[src/rtl/rv32i_types.sv]
// Shared RV32I types and constants; carries the instruction-cache state encoding and geometry.
package rv32i_types;

  localparam int unsigned ICACHE_SETS      = 16;
  localparam int unsigned ICACHE_LINE_BITS = 256;
  localparam int unsigned ICACHE_BEAT_BITS = 64;
  localparam int unsigned ICACHE_IDX_BITS  = 4;
  localparam int unsigned ICACHE_TAG_BITS  = 23;

  typedef enum logic [2:0] {
    IDLE,
    COMPARE,
    REFILL,
    WAIT,
    ALLOCATE
  } icache_state_t;

endpackage

[src/rtl/icache_refill_buf.sv]
// Collects the four 64-bit refill beats of one line, in arrival order, ignoring beats for other lines.
module icache_refill_buf
  import rv32i_types::*;
(
  input  logic                        clk,
  input  logic                        rst,
  input  logic                        start,
  input  logic                        en,
  input  logic [31:0]                 line_addr,
  input  logic [31:0]                 bmem_raddr,
  input  logic [ICACHE_BEAT_BITS-1:0] bmem_rdata,
  input  logic                        bmem_rvalid,
  output logic [ICACHE_LINE_BITS-1:0] line,
  output logic                        done_c
);

  logic [1:0] beat_q;
  logic       take_c;

  assign take_c = en && bmem_rvalid && (bmem_raddr == line_addr);
  assign done_c = take_c && (beat_q == 2'd3);

  // Counter restarts whenever a new refill is requested so abandoned beats never leak in.
  always_ff @(posedge clk) begin
    if (rst || start) begin
      beat_q <= 2'd0;
    end else if (take_c) begin
      beat_q <= 2'(beat_q + 2'd1);
    end
  end

  always_ff @(posedge clk) begin
    if (rst) begin
      line <= '0;
    end else if (take_c) begin
      line[{beat_q, 6'b0} +: ICACHE_BEAT_BITS] <= bmem_rdata;
    end
  end

endmodule

[src/rtl/icache_dm.sv]
// Direct-mapped, read-only instruction cache: 16 sets of 256-bit lines refilled in four 64-bit beats.
module icache_dm
  import rv32i_types::*;
(
  input  logic        clk,
  input  logic        rst,
  input  logic [31:0] imem_addr,
  input  logic [3:0]  imem_rmask,
  input  logic        imem_flush,
  output logic [31:0] imem_rdata,
  output logic        imem_resp,
  output logic [31:0] bmem_addr,
  output logic        bmem_read,
  input  logic        bmem_ready,
  input  logic [31:0] bmem_raddr,
  input  logic [63:0] bmem_rdata,
  input  logic        bmem_rvalid
);

  icache_state_t state_q, state_d;
  logic [31:2]   addr_q, addr_d;
  logic          kill_q, kill_d;
  logic          resp_c, alloc_c, done_c, hit_c, req_c;

  logic [ICACHE_TAG_BITS-1:0]  tag_q   [ICACHE_SETS];
  logic [ICACHE_LINE_BITS-1:0] data_q  [ICACHE_SETS];
  logic [ICACHE_SETS-1:0]      valid_q;
  logic [ICACHE_LINE_BITS-1:0] fill_line;

  logic [ICACHE_IDX_BITS-1:0]  idx;
  logic [ICACHE_TAG_BITS-1:0]  tag;
  logic [31:0]                 line_addr;
  logic [1:0]                  unused_addr;

  assign unused_addr = imem_addr[1:0];
  assign idx         = addr_q[8:5];
  assign tag         = addr_q[31:9];
  assign line_addr   = {addr_q[31:5], 5'b0};
  assign hit_c       = valid_q[idx] && (tag_q[idx] == tag);
  assign req_c       = (imem_rmask != 4'b0);

  icache_refill_buf u_refill_buf (
    .clk         (clk),
    .rst         (rst),
    .start       (state_q == REFILL),
    .en          (state_q == WAIT),
    .line_addr   (line_addr),
    .bmem_raddr  (bmem_raddr),
    .bmem_rdata  (bmem_rdata),
    .bmem_rvalid (bmem_rvalid),
    .line        (fill_line),
    .done_c      (done_c)
  );

  always_ff @(posedge clk) begin
    if (rst) begin
      state_q <= IDLE;
      addr_q  <= '0;
      kill_q  <= 1'b0;
    end else begin
      state_q <= state_d;
      addr_q  <= addr_d;
      kill_q  <= kill_d;
    end
  end

  // Next state; a flush in COMPARE acts as a redirect, elsewhere in a refill it only kills the response.
  always_comb begin
    state_d = state_q;
    addr_d  = addr_q;
    kill_d  = kill_q;
    resp_c  = 1'b0;
    alloc_c = 1'b0;
    unique case (state_q)
      IDLE: begin
        if (req_c) begin
          addr_d  = imem_addr[31:2];
          state_d = COMPARE;
        end
      end
      COMPARE: begin
        if (imem_flush || hit_c) begin
          resp_c = !imem_flush;
          if (req_c) begin
            addr_d  = imem_addr[31:2];
            state_d = COMPARE;
          end else begin
            state_d = IDLE;
          end
        end else begin
          state_d = REFILL;
        end
      end
      REFILL: begin
        if (imem_flush) kill_d = 1'b1;
        if (bmem_ready) state_d = WAIT;
      end
      WAIT: begin
        if (imem_flush) kill_d = 1'b1;
        if (done_c) state_d = ALLOCATE;
      end
      ALLOCATE: begin
        alloc_c = 1'b1;
        kill_d  = 1'b0;
        state_d = (kill_q || imem_flush) ? IDLE : COMPARE;
      end
      default: state_d = IDLE;
    endcase
  end

  always_ff @(posedge clk) begin
    if (rst) begin
      valid_q <= '0;
    end else if (alloc_c) begin
      valid_q[idx] <= 1'b1;
    end
  end

  // Tag and data arrays need no reset; the valid bits guard them.
  always_ff @(posedge clk) begin
    if (alloc_c) begin
      tag_q[idx]  <= tag;
      data_q[idx] <= fill_line;
    end
  end

  assign imem_resp  = resp_c;
  assign imem_rdata = resp_c ? data_q[idx][{addr_q[4:2], 5'b0} +: 32] : 32'h0;
  assign bmem_read  = (state_q == REFILL);
  assign bmem_addr  = (state_q == REFILL) ? line_addr : 32'h0;

endmodule
[config.mk]
export PLATFORM = sky130hd
export DESIGN_NAME = icache_dm
export DESIGN_NICKNAME = d
export VERILOG_FILES = /design/src/rtl/rv32i_types.sv /design/src/rtl/icache_refill_buf.sv /design/src/rtl/icache_dm.sv
export SDC_FILE = /design/constraint.sdc
export NUM_CORES = 2
export LEC_CHECK = 0
export CORE_MARGIN = 2
export CORE_UTILIZATION = 62
export CTS_BUF_LIST = sky130_fd_sc_hd__clkbuf_4 sky130_fd_sc_hd__clkbuf_8 sky130_fd_sc_hd__clkbuf_16
export DETAILED_ROUTE_END_ITERATION = 16
export PLACE_DENSITY = 0.78
export REMOVE_ABC_BUFFERS = 1
export SLEW_MARGIN = 20
export SYNTH_ARGS = -nofsm -noshare
export SYNTH_HDL_FRONTEND = slang
export SYNTH_MEMORY_MAX_BITS = 65536
export SYNTH_SLANG_ARGS = --single-unit
[constraint.sdc]
create_clock -name clk -period 23.9 [get_ports clk]
set_input_delay 4.78 -clock clk [delete_from_list [all_inputs] [get_ports clk]]
set_output_delay 4.78 -clock clk [all_outputs]
set_load 0.03 [all_outputs]
==> metrics.txt <==
# TYPE chip_impl_metric gauge
chip_impl_info{name="run_status",value="completed"} 1
chip_impl_metric{name="drv_cap",unit=""} 0
chip_impl_metric{name="dr.pass1.iters",unit=""} 6
chip_impl_info{name="yosys.area.top_type",value="edfxtp_1"} 1
chip_impl_metric{name="detail_route.drc_violations",unit=""} 0
chip_impl_metric{name="synth.cell_area",unit="um2"} 182000
chip_impl_metric{name="cts_inserted_buffers",unit=""} 452
chip_impl_info{name="netlist_top_cells_area",value="edfxtp_1 (74%), mux4_2 (17%), dfxtp_1 (3.4%), a21oi_1 (0.73%), nand3_1 (0.73%)"} 1
chip_impl_metric{name="period_needed",unit="ns"} 13.53
chip_impl_metric{name="grt_first_pass_wirelength",unit="um"} 671000
chip_impl_metric{name="dieWidth",unit="um"} 546
chip_impl_metric{name="die-area",unit="um2"} 298000
chip_impl_metric{name="cts.repair_timing.setup_buffer_count",unit=""} 0
chip_impl_metric{name="min_path_cells",unit=""} 2
chip_impl_metric{name="synth.ff_latch_count",unit=""} 4776
chip_impl_metric{name="place.gp.congestion",unit=""} 0.761
chip_impl_metric{name="synth-edff-count",unit=""} 4464
chip_impl_metric{name="timing.critical_path.required",unit="ns"} 19.12
chip_impl_metric{name="rows",unit=""} 198
chip_impl_metric{name="finalHoldViolCount",unit=""} 0
chip_impl_metric{name="io-pin-count",unit=""} 203
chip_impl_metric{name="port_buffers",unit=""} 195
chip_impl_metric{name="first_global_vias",unit=""} 93300
chip_impl_metric{name="cp_data_arrival_time",unit="ns"} 8.75
chip_impl_metric{name="cts.repair.resized",unit=""} 0
chip_impl_metric{name="postSynth.asyncResetShare",unit=""} 0
chip_impl_metric{name="syn2layout_area_growth",unit="%"} 12.4
chip_impl_info{name="crit_path_end",value="imem_rdata[4]"} 1
chip_impl_info{name="hold_sp",value="valid_q[3]"} 1
chip_impl_metric{name="power.net_switching",unit="W"} 0.00359
chip_impl_metric{name="wire_per_inst",unit="um"} 36.6
chip_impl_metric{name="synthDistinctLibCells",unit=""} 62
chip_impl_metric{name="syn-instance-count",unit=""} 8011
chip_impl_info{name="cts-root-buf",value="clkbuf_16"} 1
chip_impl_metric{name="num-nets-final",unit=""} 8532
chip_impl_metric{name="post-route-period-util",unit=""} 0.566
chip_impl_metric{name="post_synth.cell_area_avg",unit="um2"} 22.7
chip_impl_metric{name="timing.max_slew.rel_slack",unit=""} 0.229
chip_impl_metric{name="residual_antenna_violating_net_count_after_detailed_routing",unit=""} 0
chip_impl_info{name="worstSetupStartpointType",value="flop"} 1
chip_impl_metric{name="vdd_ir_max",unit="mV"} 0.0702
chip_impl_metric{name="grtUsageTotal",unit=""} 0.314
chip_impl_info{name="setup.worst_path.end_class",value="output pin"} 1
chip_impl_metric{name="postPlaceCellArea",unit="um2"} 189000
chip_impl_metric{name="finalSetupTns",unit="ns"} 0
chip_impl_metric{name="clock_sink_count",unit=""} 4776
chip_impl_metric{name="fp.coreArea",unit="um2"} 291000
chip_impl_metric{name="synthDominantCellAreaShare",unit=""} 0.737
chip_impl_metric{name="rrSetupSlack",unit="ns"} 17.35
chip_impl_info{name="timing.hold.worst.class",value="flop to flop"} 1
chip_impl_metric{name="yosysSeqAreaShare",unit=""} 0.771
chip_impl_info{name="rsz0062_at_grt",value="false"} 1
chip_impl_metric{name="sequentialPowerShare",unit=""} 0.524
chip_impl_metric{name="cts_h_tree_lvls",unit=""} 5
chip_impl_metric{name="cellLeakagePower",unit="nW"} 56.6
chip_impl_metric{name="overall_die_height",unit="um"} 546
chip_impl_metric{name="worst-path-max-fanout",unit=""} 80
chip_impl_metric{name="power.internal",unit="W"} 0.0137
chip_impl_info{name="cts_tree",value="built"} 1
chip_impl_metric{name="tightestPinTransition",unit="ns"} 1.16
chip_impl_metric{name="wl",unit="um"} 464000
chip_impl_metric{name="power.share.switching",unit=""} 0.207
chip_impl_metric{name="largest_net_degree_at_the_start_of_global_routing",unit=""} 124
chip_impl_metric{name="finClkSkew",unit="ns"} 0.0844
chip_impl_metric{name="clock_buffer_depth",unit=""} 4
chip_impl_metric{name="synth_warnings",unit=""} 0
chip_impl_info{name="criticalPathCategory",value="flop to output pin"} 1
chip_impl_metric{name="cts_hold_buffers",unit=""} 0
chip_impl_metric{name="vias",unit=""} 90000
chip_impl_metric{name="power.density",unit="nW/um2"} 84.6
chip_impl_metric{name="power.share.combinational",unit=""} 0.040
chip_impl_metric{name="floorplan.initialDensity",unit=""} 0.624
chip_impl_metric{name="hpwlAfterDp",unit="um"} 207000
chip_impl_info{name="synth_top_flop_cell",value="edfxtp_1"} 1
chip_impl_metric{name="fraction_of_final_layout_cells_sized_beyond_drive_strength_1",unit=""} 0.283
chip_impl_metric{name="r2r_cells",unit=""} 13
chip_impl_metric{name="first_iter_violations",unit=""} 14000
chip_impl_metric{name="number_of_antenna_violations_at_the_first_check_in_global_routing",unit=""} 18
chip_impl_metric{name="worst_skew_pair.late_latency",unit="ns"} 1.00
chip_impl_metric{name="slew_violations",unit=""} 0
chip_impl_metric{name="setup_viol",unit=""} 0
chip_impl_metric{name="timing.fmax",unit="GHz"} 0.0739
chip_impl_metric{name="avgViaCountPerCell",unit=""} 7.08
chip_impl_metric{name="clk_transition_reported_paths",unit="ns"} 0.06
chip_impl_metric{name="grt_overflow_total",unit=""} 0
chip_impl_metric{name="postLayoutCellArea",unit="um2"} 204000
chip_impl_metric{name="clock_power_share",unit=""} 0.436
chip_impl_metric{name="n_fill_cell",unit=""} 16200
-- layout by cell type, fill, tap and decap left out, types with 12 or more instances in the layout --
cell,n
nor2_1,86
and2_1,28
xor2_1,33
clkinv_1,53
edfxtp_1,4464
clkbuf_8,50
clkbuf_4,110
xnor2_1,16
dfxtp_1,305
mux4_2,1407
bufinv_16,53
mux2i_1,121
buf_4,181
mux2_2,30
nand2_1,273
clkdlybuf4s50_1,194
nor2_4,12
clkbuf_16,460
a21oi_1,265
buf_12,17
clkinv_2,87
clkinvlp_4,20
nand3_1,265
nand2b_1,67
-- logic make-up after synthesis --
kind of cell	synth area share
XOR/XNOR	0.00236
other	0.0000206
AO/OA/AOI/OAI	0.0101
multiplexers	0.183
buffers and inverters	0.0119
adder cells (fa/ha/maj)	0.000344
flip-flops	0.771
AND/OR/NAND/NOR	0.0211
-- area by class of cell --
class                           count  area (um2)  share of cell area
Antenna cell                       11        27.5            0.000135
Clock buffer                      620       13000              0.0637
Clock inverter                    235        2770              0.0136
Inverter                            5        18.8           0.0000918
Multi-Input combinational cell   2756       39600               0.194
Sequential cell                  4776      140000               0.687
Tap cell                         3900        4880              0.0239
Timing Repair Buffer              399        3720              0.0182
-- flip-flops by register name (all words and copies together), names as in the netlist, named ones only --
| register | cells |
|---|---|
| data_q | 4096 |
| tag_q | 368 |
| u_refill_buf.line | 256 |
| addr_q | 30 |
| valid_q | 16 |
| state_q | 3 |
| u_refill_buf.beat_q | 2 |
| kill_q | 1 |
-- per-stage QoR --
step / cells / hold slack (ns) / worst slack [ns] / utilization / total power [W]
floorplan: 7537 / 0.435 / -31.01 / - / 0.0102
global placement: 11800 / 0.451 / 11.30 / 0.647 / 0.00993
detailed placement: 11800 / 0.461 / 11.26 / 0.647 / 0.00994
CTS: 12700 / 0.475 / 10.13 / 0.701 / 0.0173
global route: 12700 / 0.502 / 9.91 / 0.702 / 0.0177
finish: 12700 / 0.480 / 10.37 / 0.702 / 0.0173
-- worst min path at each step --
stage,end
5_1_grt,valid_q[3]
6_report,valid_q[3]
4_1_cts,valid_q[3]
3_3_place_gp,valid_q[10]
2_1_floorplan,valid_q[10]
3_5_place_dp,valid_q[3]
-- synthesized netlist by cell type (2+ instances only) --
| cell | instances |
|---|---|
| edfxtp_1 | 4464 |
| mux4_2 | 1407 |
| dfxtp_1 | 312 |
| nand2_1 | 277 |
| a21oi_1 | 265 |
| nand3_1 | 265 |
| clkbuf_1 | 231 |
| buf_2 | 125 |
| mux2i_1 | 121 |
| nor2_1 | 98 |
| buf_1 | 95 |
| nand2b_1 | 67 |
| xor2_1 | 33 |
| and2_1 | 32 |
| mux2_2 | 30 |
| xnor2_1 | 16 |
| buf_6 | 14 |
| nor3_1 | 13 |
| o21ai_0 | 11 |
| o22ai_1 | 11 |
| buf_4 | 10 |
| a221oi_1 | 9 |
| nor2b_1 | 9 |
| nor4_1 | 9 |
| nand4_1 | 8 |
| a22o_1 | 7 |
| a22oi_1 | 7 |
| ha_1 | 5 |
| inv_1 | 5 |
| nor3b_1 | 4 |
| nor4b_1 | 4 |
| a211oi_1 | 3 |
| nand4b_1 | 3 |
| o221ai_1 | 3 |
| and2b_1 | 2 |
| and4_1 | 2 |
| buf_12 | 2 |
| nand3b_1 | 2 |
| nor4_2 | 2 |
| o21a_1 | 2 |
| o31a_1 | 2 |
| or3_1 | 2 |
| or4_1 | 2 |
| or4b_2 | 2 |
-- power by group through the flow --
stage          Combinational (W)  Clock [W]  Sequential, W
2_1_floorplan           0.000784          0        0.00940
3_3_place_gp            0.000695          0        0.00924
3_5_place_dp            0.000696          0        0.00924
4_1_cts                 0.000701    0.00759        0.00906
5_1_grt                 0.000734    0.00787        0.00906
6_report                0.000696    0.00754        0.00906
-- critical path: stages (launching register included) --
cell	delay, ns
dfxtp_4	0.62
buf_4	0.75
buf_4	0.86
buf_12	0.63
mux4_2	0.60
a22o_1	0.20
a221oi_2	0.19
xor2_1	0.29
nand4_1	0.18
nor4_2	0.70
nand4_1	0.30
or4_4	0.83
buf_4	0.40
nor2_1	0.29
clkdlybuf4s50_1	0.74
-- layer usage --
metal | GRT usage | routed length, um
met1 | 0.433 | 159000
met2 | 0.510 | 232000
met3 | 0.0644 | 56600
met4 | 0.110 | 16700
met5 | 0 | 74
No activity file was read; power rests on OpenSTA's default activity.
